<file path="src/rtl/npu_load_pkg.sv">
// Shared widths, FSM state encodings and config check for the NPU RAM bulk loader.
package npu_load_pkg;

    localparam int unsigned WORD_W     = 32;
    localparam int unsigned LINE_W     = 256;
    localparam int unsigned WPL        = LINE_W / WORD_W;
    localparam int unsigned WCNT_W     = (WPL > 1) ? $clog2(WPL) : 1;
    localparam int unsigned NUM_LINES  = 16;
    localparam int unsigned LINE_IDX_W = $clog2(NUM_LINES);
    localparam int unsigned NUM_W      = LINE_IDX_W + 1;
    localparam int unsigned END_W      = NUM_W + 1;
    localparam int unsigned STATE_W    = 3;

    typedef logic [STATE_W-1:0] state_t;

    localparam state_t ST_IDLE  = 3'd0;
    localparam state_t ST_GRANT = 3'd1;
    localparam state_t ST_FILL  = 3'd2;
    localparam state_t ST_WRITE = 3'd3;
    localparam state_t ST_DONE  = 3'd4;

    // A load is legal when it covers 1..NUM_LINES lines without running past the last line.
    function automatic logic cfg_valid(input logic [LINE_IDX_W-1:0] first,
                                       input logic [NUM_W-1:0]      num);
        logic [END_W-1:0] end_line;
        end_line = END_W'(first) + END_W'(num);
        return (num != '0) && (num <= NUM_W'(NUM_LINES)) && (end_line <= END_W'(NUM_LINES));
    endfunction

endpackage

</file>
<file path="src/rtl/npu_ram_load_ctrl_packer.sv">
// Assembles stream words into one NPU RAM line; word k occupies bits [32k+31:32k].
module npu_line_packer
    import npu_load_pkg::*;
(
    input  logic              clk_i,
    input  logic              rst_i,
    input  logic              clr_i,
    input  logic              we_i,
    input  logic [WCNT_W-1:0] idx_i,
    input  logic [WORD_W-1:0] data_i,
    output logic [LINE_W-1:0] line_o
);

    logic [LINE_W-1:0] line_q;
    logic [LINE_W-1:0] line_d;

    // Clear wins over a simultaneous word write so a cancelled line leaves nothing behind.
    always_comb begin
        line_d = line_q;
        if (clr_i) begin
            line_d = '0;
        end else if (we_i) begin
            line_d[32'(idx_i) * WORD_W +: WORD_W] = data_i;
        end
    end

    // Line register.
    always_ff @(posedge clk_i) begin
        if (rst_i) begin
            line_q <= '0;
        end else begin
            line_q <= line_d;
        end
    end

    assign line_o = line_q;

endmodule

</file>
<file path="src/rtl/npu_ram_load_ctrl.sv">
// Bulk loader: packs a 32-bit word stream into NPU RAM lines and writes them through the selector's loader port.
module npu_ram_load_ctrl
    import npu_load_pkg::*;
(
    input  logic                  clk_i,
    input  logic                  rst_i,
    input  logic                  cfg_start_i,
    input  logic [LINE_IDX_W-1:0] cfg_first_line_i,
    input  logic [NUM_W-1:0]      cfg_num_lines_i,
    input  logic                  abort_i,
    input  logic                  npu_busy_i,
    input  logic                  s_valid_i,
    input  logic [WORD_W-1:0]     s_data_i,
    output logic                  s_ready_o,
    output logic                  ram_sel_o,
    output logic                  en_w_o,
    output logic [LINE_IDX_W-1:0] w_line_o,
    output logic [LINE_W-1:0]     line_data_o,
    output logic                  busy_o,
    output logic                  done_o,
    output logic                  err_o
);

    state_t                state_q,    state_d;
    logic [WCNT_W-1:0]     word_cnt_q, word_cnt_d;
    logic [LINE_IDX_W-1:0] line_q,     line_d;
    logic [NUM_W-1:0]      left_q,     left_d;
    logic                  ram_sel_q,  ram_sel_d;
    logic                  en_w_q,     en_w_d;
    logic                  busy_q,     busy_d;
    logic                  done_q,     done_d;
    logic                  err_q,      err_d;
    logic                  hs_c;

    // Stream is only accepted while filling; ready is decoded straight from state.
    assign s_ready_o = (state_q == ST_FILL);
    assign hs_c      = s_ready_o & s_valid_i;

    // Next-state, counters and registered-output decode.
    always_comb begin
        state_d    = state_q;
        word_cnt_d = word_cnt_q;
        line_d     = line_q;
        left_d     = left_q;
        err_d      = 1'b0;

        case (state_q)
            ST_IDLE: begin
                if (cfg_start_i) begin
                    if (cfg_valid(cfg_first_line_i, cfg_num_lines_i)) begin
                        line_d     = cfg_first_line_i;
                        left_d     = cfg_num_lines_i;
                        word_cnt_d = '0;
                        state_d    = ST_GRANT;
                    end else begin
                        err_d = 1'b1;
                    end
                end
            end
            ST_GRANT: begin
                if (!npu_busy_i) begin
                    state_d = ST_FILL;
                end
            end
            ST_FILL: begin
                if (hs_c) begin
                    if (word_cnt_q == WCNT_W'(WPL - 1)) begin
                        word_cnt_d = '0;
                        state_d    = ST_WRITE;
                    end else begin
                        word_cnt_d = word_cnt_q + WCNT_W'(1);
                    end
                end
            end
            ST_WRITE: begin
                if (left_q > NUM_W'(1)) begin
                    line_d     = line_q + LINE_IDX_W'(1);
                    left_d     = left_q - NUM_W'(1);
                    word_cnt_d = '0;
                    state_d    = ST_FILL;
                end else begin
                    state_d = ST_DONE;
                end
            end
            ST_DONE: begin
                state_d = ST_IDLE;
            end
            default: begin
                state_d = ST_IDLE;
            end
        endcase

        // Abort drops everything; a write already on the port this cycle still lands.
        if (abort_i) begin
            state_d    = ST_IDLE;
            word_cnt_d = '0;
            line_d     = '0;
            left_d     = '0;
            err_d      = 1'b0;
        end

        ram_sel_d = (state_d == ST_FILL) || (state_d == ST_WRITE) || (state_d == ST_DONE);
        en_w_d    = (state_d == ST_WRITE);
        done_d    = (state_d == ST_DONE);
        busy_d    = (state_d != ST_IDLE);
    end

    // State, counters and output registers.
    always_ff @(posedge clk_i) begin
        if (rst_i) begin
            state_q    <= ST_IDLE;
            word_cnt_q <= '0;
            line_q     <= '0;
            left_q     <= '0;
            ram_sel_q  <= 1'b0;
            en_w_q     <= 1'b0;
            busy_q     <= 1'b0;
            done_q     <= 1'b0;
            err_q      <= 1'b0;
        end else begin
            state_q    <= state_d;
            word_cnt_q <= word_cnt_d;
            line_q     <= line_d;
            left_q     <= left_d;
            ram_sel_q  <= ram_sel_d;
            en_w_q     <= en_w_d;
            busy_q     <= busy_d;
            done_q     <= done_d;
            err_q      <= err_d;
        end
    end

    npu_line_packer u_packer (
        .clk_i  (clk_i),
        .rst_i  (rst_i),
        .clr_i  (abort_i),
        .we_i   (hs_c),
        .idx_i  (word_cnt_q),
        .data_i (s_data_i),
        .line_o (line_data_o)
    );

    assign ram_sel_o = ram_sel_q;
    assign en_w_o    = en_w_q;
    assign w_line_o  = line_q;
    assign busy_o    = busy_q;
    assign done_o    = done_q;
    assign err_o     = err_q;

endmodule

</file>
<file path="config.mk">
export PLATFORM = sky130hd
export DESIGN_NAME = npu_ram_load_ctrl
export DESIGN_NICKNAME = d
export VERILOG_FILES = /design/src/rtl/npu_load_pkg.sv /design/src/rtl/npu_ram_load_ctrl_packer.sv /design/src/rtl/npu_ram_load_ctrl.sv
export SDC_FILE = /design/constraint.sdc
export NUM_CORES = 1
export LEC_CHECK = 0
export CAP_MARGIN = 20
export CELL_PAD_IN_SITES_DETAIL_PLACEMENT = 1
export CELL_PAD_IN_SITES_GLOBAL_PLACEMENT = 2
export CORE_MARGIN = 1.5
export CORE_UTILIZATION = 27
export DETAILED_ROUTE_END_ITERATION = 12
export MAX_ROUTING_LAYER = met4
export PLACE_DENSITY_LB_ADDON = 0.25
export SLEW_MARGIN = 40
export SYNTH_ARGS = -nofsm -noshare
export SYNTH_HDL_FRONTEND = slang
export SYNTH_SLANG_ARGS = --single-unit
</file>
<file path="constraint.sdc">
create_clock -name clk_i -period 3.4 [get_ports clk_i]
set_input_delay 0.68 -clock clk_i [delete_from_list [all_inputs] [get_ports clk_i]]
set_output_delay 0.68 -clock clk_i [all_outputs]
set_load 0.01 [all_outputs]
</file>
==> results of run 1 <==
## worst max-delay path, cell delays in order, from the launching register on
cell and delay (ps):
dfxtp_1 550, inv_1 240, ha_1 260, ha_1 350, nor3b_2 420, and3b_2 530, buf_4 270, nand3_1 100
a21oi_1 180
## kinds of logic (layout without fill, tap and decap cells)
logic type	count (synthesis)	in the layout	synth area share (%)
compound gates	266	266	13.3
simple gates	568	568	24.2
mux	35	35	3.26
flops	276	276	51.3
xor+xnor	1	1	0.0814
fa+ha+maj	15	15	1.81
buf+inv	150	421	6.10
## final cells by class
class | instances | area, um2
clock buffers | 55 | 1070
clock inverters | 4 | 73.8
fillers | 4503 | 23500
inverters | 10 | 37.5
multi-input cells | 885 | 4620
flip-flops and latches | 276 | 5530
well taps | 518 | 648
repair buffers | 352 | 3550
## cells in the mapped netlist, types with 3 or more instances
master,count,area share (%)
and2_1,9,0.52
nand4_1,6,0.35
buf_6,5,0.52
o22ai_1,3,0.17
a21oi_1,235,11
nand2_1,239,8.3
buf_4,10,0.70
mux2i_1,35,3.3
a32o_1,3,0.28
buf_2,15,0.70
ha_1,14,1.6
nor2_1,46,1.6
and3_1,5,0.29
a31oi_1,3,0.17
nor3_1,9,0.42
nor3b_1,4,0.28
nand3_1,229,11
clkbuf_1,109,3.8
nand3b_1,3,0.21
inv_1,10,0.35
dfxtp_1,276,51
a21o_1,3,0.21
nand2b_1,4,0.23
## power by group
group,switching (uW),total [uW],internal [uW]
sequential,5.25,3240,3240
clock,1420,3710,2300
combinational,202,311,108
total,1620,7270,5650
## metrics by stage
stage | total power, uW | std cells | hold WS [ps] | setup slack [ps]
2_1_floorplan | 3470 | 1311 | 440 | 524
3_3_place_gp | 3630 | 2041 | 438 | -17.7
3_5_place_dp | 3630 | 2041 | 446 | -80.6
4_1_cts | 7370 | 2100 | 454 | 440
5_1_grt | 7520 | 2100 | 472 | 186
6_report | 7270 | 2100 | 452 | 438
## layer usage
layer | up-vias | GRT usage (%)
met4 | 0 | 5.00
met3 | 50 | 4.22
li1 | 4965 | -
met1 | 5095 | 28.4
met5 | - | -
met2 | 231 | 35.2
## path summary, 6_finish.rpt
check	start	to	slack, ps	cells past startpoint
worst min-delay path	u_packer.line_o[67]	u_packer.line_o[67]	450	2
worst max-delay path	word_cnt_q[0]	u_packer.line_o[137]	440	8
worst min register to register	u_packer.line_o[67]	u_packer.line_o[67]	450	2
worst max register to register	word_cnt_q[0]	u_packer.line_o[137]	440	8
## flip-flops by register name, summed over array words and instances, names as in the netlist
signal	count
u_packer.line_o	256
left_q	5
w_line_o	4
state_q	3
word_cnt_q	3
busy_o	1
done_o	1
en_w_o	1
err_o	1
ram_sel_o	1
==> impl_results.md, run 1 <==
- Outcome: complete, no violations
- Antenna violations before repair: 0
- Cell area after synthesis: around 11000 um2
- Wire per inst: between 20 and 25 um
- Met3 WL: between 2000 and 2500 um
- Area grow syn2layout: 44.2%
- Path category of the worst min-delay check: flop to flop
- Core Util, Final: between 30% and 40%
- GRT overflow: 0
- Period utilization: roughly 87%
- DP Wirelength: between 20000 and 30000 um
- TritonRoute pass-1 iters: 4
- Max rail drop VDD: about 0.00025 V
- Num CTS Buffers: 34
- Worst Skew: roughly 12 ps
- Max-capacitance violation count: 0
- Std-Cell Rows: ~70
- Antenna Nets Post-Route: 0
- Setup repair bufs after CTS: 0
- Vias: 10.3k
- Period minus WS final: about 3000 ps
- Ys flop type: dfxtp_1
- Clock Sinks: 276
- Power per cell area: ~470 nW/um2
- Required time worst endpoint: between 3000 and 4000 ps
- M1 WL: between 20000 and 25000 um
- Worst Tran Pin Value: about 850 ps
- Leakage power: 0.00512 uW
- Die width: 203 um
- Yosys Warn Count: 0
- Initial Util: 27.6%
- First-pass GRT wire length: between 60000 and 70000 um
- Setup crit end kind: flop
- CTS root buffer: clkbuf_16
- Gate Count Post-Synth: about 1.3k
- Slew headroom: 43.4%
- WL final: approximately 44000 um
- Setup Viol. Count Final: 0
- Yosys reg bits: around 280
- Final Wtd Congestion: between 0.7 and 0.8
- Total global-route track usage: between 20 and 25%
- Post-DR vias/cell: 4.92
- RSZ-0062 raised after global routing: false
- Worst skew pair latency: between 500 and 600 ps
- Vias in the first global route: 10.5k
- Most common cell after layout, fill and taps aside: clkdlybuf4s50_1
- Port bufs: ~310
- Critical path arrival: 3400 ps
- Die area: ~40000 um2
- Post-route cell area: roughly 16000 um2
- Largest buffer count on any clock path: 3
- Post-cts resize count: 0
- Most frequent cells in the layout: clkdlybuf4s50_1 (312), dfxtp_1 (276), nand2_1 (237)
- DRC: 0
- Largest net degree at the start of global routing: 73
- Avg Inst Size Synth: a little over 8 um2
- Metal2 WL: approximately 21000 um
- Worst-path maximum fanout: 16
- Layout cell share with drive strength beyond 1: 7.14%
- Crit path kind: flop to flop
- Iteration-0 DRC Markers: ~500
- Worst Setup Start Kind: flop
- Unique masters post-synth: 56
- Hold Fails Final Rpt: 0
- FMAX: approximately 340 MHz
- Setup TNS: 0 ps
- Syn_nets: between 1k and 1.5k
- Part of the Yosys area used for sequential elements: 51.3%
- Max layer used: met4
- TritonCTS clock tree: built
- Final #Nets: around 1.6k
- CTS hold repair buffers: 0
- Die height: between 200 and 250 um
- Post-synth ARST share: 0%
- CTS clk-pin slew, worst paths: 60 ps
- I/O pins: approximately 310
- Area of the core: about 39000 um2
- H-tree level count: 2
- Slew Viols, Final: 0
- Post-synth EDFFs: 0
- Post-placement cell area: 14400 um2
- Inserted Diodes: 0
Note: power is estimated with default switching activity, not from simulation.
==> inputs of run 2 (changes only) <==
- CAP_MARGIN: 20 -> default
- CORE_MARGIN: 1.5 -> 2
==> run 2 against run 1 <==
Against the previous run:
- final cell count up 0.62%
- critical path type is now primary input to flop
- via count up 0.17%
- power down 0.97%
- maximum frequency down 0.28%
- worst hold slack about the same
- wire length down 0.36%
- count of clock-buffer cells in the layout down 1
- cell area up 0.43%
- register-to-register slack better by 390 ps
- largest cell class unchanged
- flip-flop and latch count unchanged
- critical endpoint is now left_q[3]
- clock power down 2%
- highest routed layer unchanged
==> impl_results.md, run 2 (synthesized netlist as in run 1, its figures left out) <==
- Outcome: complete, no violations
- TritonCTS clock tree: built
- Worst skew pair latency: between 500 and 600 ps
- Setup repair bufs after CTS: 0
- Period minus WS final: between 2000 and 3000 ps
- FMAX: 337 MHz
- GRT overflow: 0
- DP Wirelength: roughly 30000 um
- Worst Skew: approximately 28 ps
- Setup crit end kind: flop
- CTS clk-pin slew, worst paths: about 60 ps
- Largest net degree at the start of global routing: between 40 and 50
- Total global-route track usage: a little over a fifth
- Wire per inst: about 21 um
- Worst Setup Start Kind: primary input
- Final #Nets: 1628
- RSZ-0062 raised after global routing: false
- Total power: between 7000 and 8000 uW
- Die height: ~200 um
- WL final: between 40000 and 50000 um
- Setup Viol. Count Final: 0
- Max rail drop VDD: 0.000293 V
- Largest register FFs: approximately 260
- Std-Cell Rows: 73
- Die width: slightly above 200 um
- Area taken by multi-input logic gates: around 4600 um2
- Layout cell share with drive strength beyond 1: around 7.6%
- Slew Viols, Final: 0
- CTS hold repair buffers: 0
- Most common cell after layout, fill and taps aside: clkdlybuf4s50_1
- CTS root buffer: clkbuf_16
- Slew headroom: about 53%
- Most frequent cells in the layout: clkdlybuf4s50_1 (312), dfxtp_1 (276), nand2_1 (236)
- Area grow syn2layout: 44.9%
- Max-capacitance violation count: 0
- Largest buffer count on any clock path: 3
- FF+latch area: 5530 um2
- Initial Util: 27.2%
- Die area: around 41000 um2
- Crit path kind: primary input to flop
- Post-cts resize count: 0
- Worst-path maximum fanout: 6
- Fill count: approximately 4.6k
- First-pass GRT wire length: ~67000 um
- Worst Tran Pin Value: 700 ps
- Worst hold slack: approximately 450 ps
- Period utilization: 87.4%
- Path category of the worst min-delay check: flop to flop
- Antenna Nets Post-Route: 0
- Clock Sinks: about 280
- Antenna violations before repair: 0
- Vias: approximately 10k
- R2R setup slack: just over 800 ps
- Num CTS Buffers: 34
- Inserted Diodes: 0
- H-tree level count: 2
- DRC: 0
- TritonRoute pass-1 iters: 5
- Required time worst endpoint: approximately 3800 ps
- Vias in the first global route: roughly 11k
- Area of the core: 39500 um2
- Port bufs: 312
- Power per cell area: approximately 460 nW/um2
- Hold Fails Final Rpt: 0
- Core Util, Final: 39.4%
- Iteration-0 DRC Markers: 473
- Leakage power: around 0.0052 uW
- Post-DR vias/cell: between 4 and 5
- I/O pins: between 300 and 400
- Final Wtd Congestion: between 0.7 and 0.8
- Critical path arrival: between 3000 and 4000 ps
[run 2: cell types whose count changed in the layout (fill, tap and decap cells not counted), sizes merged]
cell and delta:
bufinv -1, clkinv +1, clkbuf -1, buf +7
[run 2: critical path: stages]
cell	delay [ps]
clkdlybuf4s50_1	430
ha_1	240
fa_1	440
a21o_1	210
a311o_1	340
and3_1	230
a211oi_2	260
buf_4	190
o22ai_1	80
a32o_1	280
[run 2: final timing paths]
path	cells past startpoint	endpoint	startpoint
setup / recovery	10	left_q[3]	cfg_first_line_i[0]
hold / removal	2	u_packer.line_o[173]	u_packer.line_o[173]
setup reg to reg	8	u_packer.line_o[74]	word_cnt_q[1]
hold reg to reg	2	u_packer.line_o[173]	u_packer.line_o[173]
[run 2: cell type report]
| type | count | share of cell area, % |
|---|---|---|
| multi-input combinational | 885 | 29.7 |
| tap | 525 | 4.21 |
| timing repair buffer | 359 | 23.3 |
| clock inverter | 4 | 0.337 |
| sequential | 276 | 35.4 |
| inverter | 10 | 0.241 |
| clock buffer | 54 | 6.78 |
[run 2: report_power, final]
part           switching [uW]  internal, uW  total (uW)
clock network            1440          2200        3640
registers                5.49          3240        3240
logic                     201           115         316
[run 2: per-layer routing]
metal	track usage (%)	wire, um
met1	27.7	20300
met2	34.9	20700
met3	5.50	2450
met4	5.01	830
met5	-	0
[run 2: through the flow]
| step | instance area, um2 | std cells | setup TNS [ps] | setup WS, ps |
|---|---|---|---|---|
| 4_1_cts | 15600 | 2113 | 0 | 461 |
| 3_5_place_dp | 14500 | 2055 | -345 | -89.6 |
| 3_3_place_gp | 14500 | 2055 | -20.1 | -20.1 |
| 2_1_floorplan | 10800 | 1311 | 0 | 524 |
| 5_1_grt | 15600 | 2113 | 0 | 320 |
| 6_report | 15600 | 2113 | 0 | 430 |
